==> src/rtl/ddr_cmd_queue.sv <==
// ddr_cmd_queue: DDR4 address-decoding command FIFO with init hold-off, flow control and per-bank open-row tracking
module ddr_cmd_queue #(
  parameter int DEPTH       = 8,
  parameter int ADDR_W      = 29,
  parameter int DATA_W      = 64,
  parameter int COL_W       = 10,
  parameter int BA_W        = 2,
  parameter int BG_W        = 2,
  parameter int ROW_W       = ADDR_W - COL_W - BA_W - BG_W,
  parameter int INIT_CYCLES = 100
) (
  input  logic                         clock_t,
  input  logic                         reset_t,
  input  logic                         act_cmd,
  input  logic [ADDR_W-1:0]            in_addr,
  input  logic [DATA_W-1:0]            in_data,
  input  logic [1:0]                   in_rw,
  output logic                         next_cmd,
  output logic                         dev_busy,
  output logic                         cmd_valid,
  input  logic                         cmd_ready,
  output logic [1:0]                   cmd_rw,
  output logic [ROW_W-1:0]             cmd_row,
  output logic [BG_W-1:0]              cmd_bg,
  output logic [BA_W-1:0]              cmd_ba,
  output logic [COL_W-1:0]             cmd_col,
  output logic [DATA_W-1:0]            cmd_data,
  output logic                         cmd_row_hit,
  output logic [$clog2(DEPTH+1)-1:0]   occupancy,
  output logic                         overflow,
  output logic                         bad_op
);
  localparam int PW = $clog2(DEPTH);
  localparam int OW = $clog2(DEPTH + 1);
  localparam int BW = BG_W + BA_W;
  localparam int CW = $clog2(INIT_CYCLES + 1);
  localparam int EW = 2 + ADDR_W + DATA_W;
  typedef enum logic {INIT, RUN} state_t;
  state_t            state_q;
  logic [CW-1:0]     cnt_q;
  logic [PW-1:0]     wr_q, rd_q;
  logic [OW-1:0]     occ_q, occ_d;
  logic              next_cmd_q, dev_busy_q, overflow_q, bad_op_q;
  logic [EW-1:0]     mem_q [DEPTH];
  logic [(1<<BW)-1:0] open_q;
  logic [ROW_W-1:0]  open_row_q [1<<BW];
  logic [EW-1:0]     head;
  logic [BW-1:0]     bank;
  logic              legal, req, pop, push;
  assign cmd_valid = occ_q != '0;
  assign occupancy = occ_q;
  assign next_cmd  = next_cmd_q;
  assign dev_busy  = dev_busy_q;
  assign overflow  = overflow_q;
  assign bad_op    = bad_op_q;
  // address is stored whole: its bit order already is {row, bg, ba, col}
  assign {cmd_rw, cmd_row, cmd_bg, cmd_ba, cmd_col, cmd_data} = head;
  assign bank        = {cmd_bg, cmd_ba};
  assign cmd_row_hit = cmd_valid && open_q[bank] && open_row_q[bank] == cmd_row;
  always_comb begin
    legal = in_rw == 2'b01 || in_rw == 2'b10;
    req   = act_cmd && state_q == RUN;
    pop   = cmd_valid && cmd_ready;
    push  = req && legal && (occ_q != OW'(DEPTH) || pop);
    occ_d = occ_q + OW'(push) - OW'(pop);
    head  = cmd_valid ? mem_q[rd_q] : '0;
  end
  always_ff @(posedge clock_t)
    if (push) mem_q[wr_q] <= {in_rw, in_addr, (in_rw == 2'b10) ? in_data : DATA_W'(0)};
  always_ff @(posedge clock_t) begin
    if (reset_t) begin
      state_q    <= INIT;
      cnt_q      <= '0;
      dev_busy_q <= 1'b1;
      next_cmd_q <= 1'b0;
      wr_q       <= '0;
      rd_q       <= '0;
      occ_q      <= '0;
      overflow_q <= 1'b0;
      bad_op_q   <= 1'b0;
      open_q     <= '0;
    end else begin
      if (state_q == INIT) begin
        cnt_q <= cnt_q + 1'b1;
        if (cnt_q == CW'(INIT_CYCLES - 1)) begin
          state_q    <= RUN;
          dev_busy_q <= 1'b0;
        end
      end
      next_cmd_q <= state_q == RUN && occ_d <= OW'(DEPTH - 2);
      if (push) wr_q <= wr_q + 1'b1;
      if (pop) begin
        rd_q             <= rd_q + 1'b1;
        open_q[bank]     <= 1'b1;
        open_row_q[bank] <= cmd_row;
      end
      occ_q <= occ_d;
      if (req && !legal) bad_op_q <= 1'b1;
      if (req && legal && !push) overflow_q <= 1'b1;
    end
  end
endmodule

==> config.mk <==
export PLATFORM = sky130hd
export DESIGN_NAME = ddr_cmd_queue
export DESIGN_NICKNAME = d
export VERILOG_FILES = /design/src/rtl/ddr_cmd_queue.sv
export SDC_FILE = /design/constraint.sdc
export NUM_CORES = 1
export LEC_CHECK = 0
export CORE_AREA = 2 2 278 280
export CTS_CLUSTER_DIAMETER = 80
export DETAILED_ROUTE_END_ITERATION = 8
export DIE_AREA = 0 0 280 282
export PLACE_DENSITY = 0.75
export SETUP_SLACK_MARGIN = 0.02
export SYNTH_ARGS = -nofsm -noshare
export SYNTH_HDL_FRONTEND = slang
export SYNTH_SLANG_ARGS = --single-unit
==> constraint.sdc <==
create_clock -name clock_t -period 9.25 [get_ports clock_t]
set_input_delay 0.925 -clock clock_t [delete_from_list [all_inputs] [get_ports clock_t]]
set_output_delay 0.925 -clock clock_t [all_outputs]
set_load 0.05 [all_outputs]
# Word level (Yosys, flattened, before mapping)
# Memories as Yosys holds them, arrays and structs flattened. A register that Yosys moved wholly into a read port is not among the register bits.
# Cells that the tools add are included.
[totals]
ff_bits = 38
mem_bits_rw = 1000
in_bits = 99
output_inout_bits = 105
memories = 2
[classes]
n_addsub = 5
order_cmp = 3
n_eq_ne = 5
muxes = 15
n_bitwise = 2
n_reduce_logical = 16
[memory_table]
columns = ["name", "words", "width", "read_ports", "rd_ports_with_merged_regs", "wr", "line_no", "rtl"]
rows = [
  ["mem_q", 8, 95, 1, 1, 1, "44", "logic [EW-1:0] mem_q [DEPTH];"],
  ["open_row_q", 16, 15, 1, 0, 1, "46", "logic [ROW_W-1:0] open_row_q [1<<BW];"],
]
[ops]
columns = ["cell", "n"]
rows = [
  ["$mux W95", 1],
  ["$mux W64", 1],
  ["$or A16 B16 Y16", 1],
  ["$eq A15 B15 Y1", 1],
  ["$logic_and A1 B1 Y1", 10],
  ["$mux W1", 9],
  ["$add A7 B1 Y7 const B", 1],
  ["$eq A7 B7 Y1 const B", 1],
  ["$add A3 B1 Y3 const B", 2],
  ["$mux W3", 2],
  ["$lt A4 B5 Y1 const B", 1],
  ["$add A4 B1 Y4", 1],
  ["$bmux W1 S4", 1],
  ["$demux W1 S4", 1],
  ["$ge A4 B1 Y1 const B", 1],
  ["$le A4 B3 Y1 const B", 1],
  ["$ne A4 B4 Y1 const B", 1],
  ["$reduce_bool A4 Y1", 1],
  ["$sub A4 B1 Y4", 1],
  ["$eq A2 B1 Y1 const B", 1],
  ["$eq A2 B2 Y1 const B", 1],
  ["$logic_not A1 Y1", 2],
  ["$logic_or A1 B1 Y1", 2],
  ["$reduce_and A2 Y1", 1],
  ["$not A1 Y1", 1],
]

# Depth between registers and ports, before layout
[logic_depth]
depth_word = 8
mapped_depth = 15
ltp_nobuf = 12

# Worst setup path after synthesis
# No wires, ideal clock.
[synth_path]
path_kind = "input-to-reg"
start = "input port in_rw[0]"
end = "memory mem_q[6][0] (netlist name), enable pin"
arrival_ps = 8975
t_required_ps = 8565
slack_ps = -410
stages = 6
path_buffers = 0
cell_sequence = "inv_1 ha_1 nand3b_1 a31oi_1 nand2_1 nor3b_1"
[synth_between]
elab_chain_cells = 6
word_cells_on_any_way = 7
[synth_rtl]
columns = ["item", "line_no", "rtl"]
rows = [
  ["from (decl)", "17", "input logic [1:0] in_rw,"],
  ["$eq A2 B1 Y1 or $eq A2 B2 Y1 (tied branches)", "61", "legal = in_rw == 2'b01 || in_rw == 2'b10;"],
  ["$logic_or A1 B1 Y1 (*)", "61", ""],
  ["$logic_and A1 B1 Y1 (*) (2 in series)", "64", "push = req && legal && (occ_q != OW'(DEPTH) || pop);"],
  ["$mux W1 (*) (2 in series)", "69", "if (push) mem_q[wr_q] <= {in_rw, in_addr, (in_rw == 2'b10) ? in_data : DATA_W'(0)};"],
  ["to (decl)", "44", ""],
]
# Every way passes the cells marked *; elsewhere a longest branch is shown, timed or not.

==> out/qor.yml <==
syn_area_per_cell_um2: 17.8
worst-r2r-cell-count: 7
cts_tree: "built"
grt_max_degree: 125
synth.most_common_cell: "edfxtp_1"
ctsHoldBuffers: 0
path_clk_slew_ns: 0.06
cp.required_ns: 8.33
fin_nets: 2614
syn_inst: 2277
area_growth_syn_to_layout_pct: 16.7
syn_area_um2: 40600
p_leak_nw: 15.6
peakVddDrop_v: 0.000270
synth_seq_area_share_pct: 76.1
p_per_area_nw_per_um2: 306
die-area_um2: 79000
drt-total-wl_um: 91800
dr.pass1.iters: 5
drv_slew: 0
drc: 0
vias: 21600
synth-async-reset-ratio_pct: 0
initial_core_util_pct: 53.6
critPathMaxFanout: 56
post_cts_resized: 0
clockBufferDepth: 3
netlist.top_cell.by_area: "edfxtp_1"
ys_types: 54
synth_edf_count: 1000
hpwl_um: 49000
antenna_found_initial: 14
grt_pass1_wl_um: 138000
slew_headroom_pct: 12.6
ys_ff_latch: 1041
synth_warnings: 0
ctsHtreeMaxLevel: 3
skew_ns: 0.0489
coreArea_um2: 75700
worst-path-stages: 11
setup_tns_ns: 0
die_y_um: 282
post_cts_buffers: 0
worst_pin_slew_ns: 1.30
overflow: 0
hold_viol: 0
viasPerCell: 6.07
port_buffers: 203
layout-drive-gt1-share_pct: 16.9
setup_violations: 0
rsz0062_at_grt: "false"
crit_type: "flop to output pin"
cts_sinks: 1041
drtIter0Drc: 2159
yosys-top-cells-count: "edfxtp_1 (1000), nand2_1 (343), mux4_2 (188)"
post-route-period-util_pct: 81.7
critical-path-top-delay-family: "buffers and inverters"
critPathMostFrequentCell: "buf_4"
path_cells: "buf_4 -> clkinv_2 -> mux2i_1 -> a211o_1 -> buf_4 -> a21oi_1 -> nor4_1 -> xor2_1 -> a2111o_1 -> nor4_2 -> clkdlybuf4s50_1"
yosys-top-cells-area: "edfxtp_1 (74%), mux4_2 (10%), nand2_1 (3.2%)"
start_kind: "flop"
numCtsBuffers: 100
period_needed_ns: 7.56
worstPathArrival_ns: 6.63
clock_latency_ns: 0.67
cp_slowest_cell: "dfxtp_4"
rows: 101
fin_util_pct: 62.5
cts-root-buf: "clkbuf_16"
syn-num-nets: 2386
max_freq_mhz: 132
yosys.area.top_type_share_pct: 74.0
finalWeightedCongestion: 0.846
drtAntennaViolNets: 0
wl_per_cell_um: 25.8
critical_path_buf_inv_count: 4
dieWidth_um: 280
grt_usage_pct: 23.4
drv_cap: 0
status: "complete, no violations"
max_stage_delay_ns: 0.91
io_pins: 204
holdPathStages: 1
min-delay-path-class: "flop to flop"
end_kind: "output pin"
synth_top_flop_cell: "edfxtp_1"
grt_pass1_vias: 22400
through the flow:
step	std cells	setup WS [ns]	hold WS [ns]	power (W)	instance area, um2
global placement	3381	2.42	0.433	0.0104	44000
detailed placement	3381	2.38	0.440	0.0104	44000
finish	3565	1.69	0.451	0.0145	47300
CTS	3562	1.68	0.455	0.0146	47300
floorplan	2277	0.101	0.426	0.00890	40600
global route	3564	1.41	0.467	0.0150	47300
cell type report:
| class | count | area (um2) |
|---|---|---|
| Sequential cell | 1041 | 30900 |
| Fill cell | 5129 | 28400 |
| Multi-Input combinational cell | 1085 | 9300 |
| Clock buffer | 123 | 2640 |
| Timing Repair Buffer | 267 | 2520 |
| Tap cell | 978 | 1220 |
| Clock inverter | 58 | 713 |
| Inverter | 10 | 42.5 |
| Antenna cell | 3 | 7.51 |
sequential cells by signal (all words and copies together) (netlist names), named ones only:
signal,flops
next_cmd,1
open_row_q,240
mem_q,760
overflow,1
occupancy,4
rd_q,3
open_q,16
wr_q,3
bad_op,1
state_q,1
cnt_q,7
dev_busy,1
worst register-to-register path: stages, from the launching register on:
cell and delay, ns:
dfxtp_4 0.91, buf_4 0.68, clkinv_2 0.90, mux2i_1 0.67, a31oi_1 0.16, buf_4 0.27
or2_2 0.39, nor3_4 0.97
cell families (layout without fill, tap and decap cells):
group,count (synthesis),after routing,synth area share [%]
other cells,0,3,0
fa+ha+maj,10,10,0.327
mux,196,196,10.7
compound gates,257,257,4.01
flops,1041,1041,76.1
xor+xnor,25,25,0.540
simple gates,597,597,6.80
buf+inv,151,458,1.56
path summary, 6_finish.rpt:
check | slack, ns | start | endpoint
hold reg to reg | 0.45 | open_q[10] | open_q[10]
setup / recovery | 1.69 | flop | cmd_row_hit
hold / removal | 0.45 | open_q[10] | open_q[10]
setup reg to reg | 3.87 | flop | open_row_q[1][8]
metal layers:
layer | GRT usage [%] | vias to the layer above | share of wire, % | routed length, um
li1 | - | 9387 | - | -
met1 | 31.2 | 11100 | 39 | 35600
met2 | 38.8 | 893 | 50 | 46200
met3 | 5.49 | 174 | 8.3 | 7630
met4 | 7.08 | 22 | 2.4 | 2230
met5 | 0 | - | 0.16 | 148
layout by cell type (no fill, tap or decap), types with 18 or more instances in the layout:
cell / instances
a211o_1: 46
a21o_1: 19
a21oi_1: 153
and2_1: 64
and3_1: 55
buf_4: 63
clkbuf_1: 20
clkbuf_16: 102
clkdlybuf4s50_1: 203
clkinv_1: 20
clkinv_2: 18
dfxtp_1: 38
edfxtp_1: 1000
mux4_2: 188
nand2_1: 343
nand3_1: 58
nor2_1: 23
report_power, final:
group	total (W)	internal (W)	leakage [nW]	switching, W
Sequential	0.00551	0.00544	9.45	0.0000728
Clock	0.00413	0.00240	1.62	0.00173
Combinational	0.00484	0.00169	4.51	0.00316
Total	0.0145	0.00953	15.6	0.00496
Note: power is estimated with default switching activity, not from simulation.
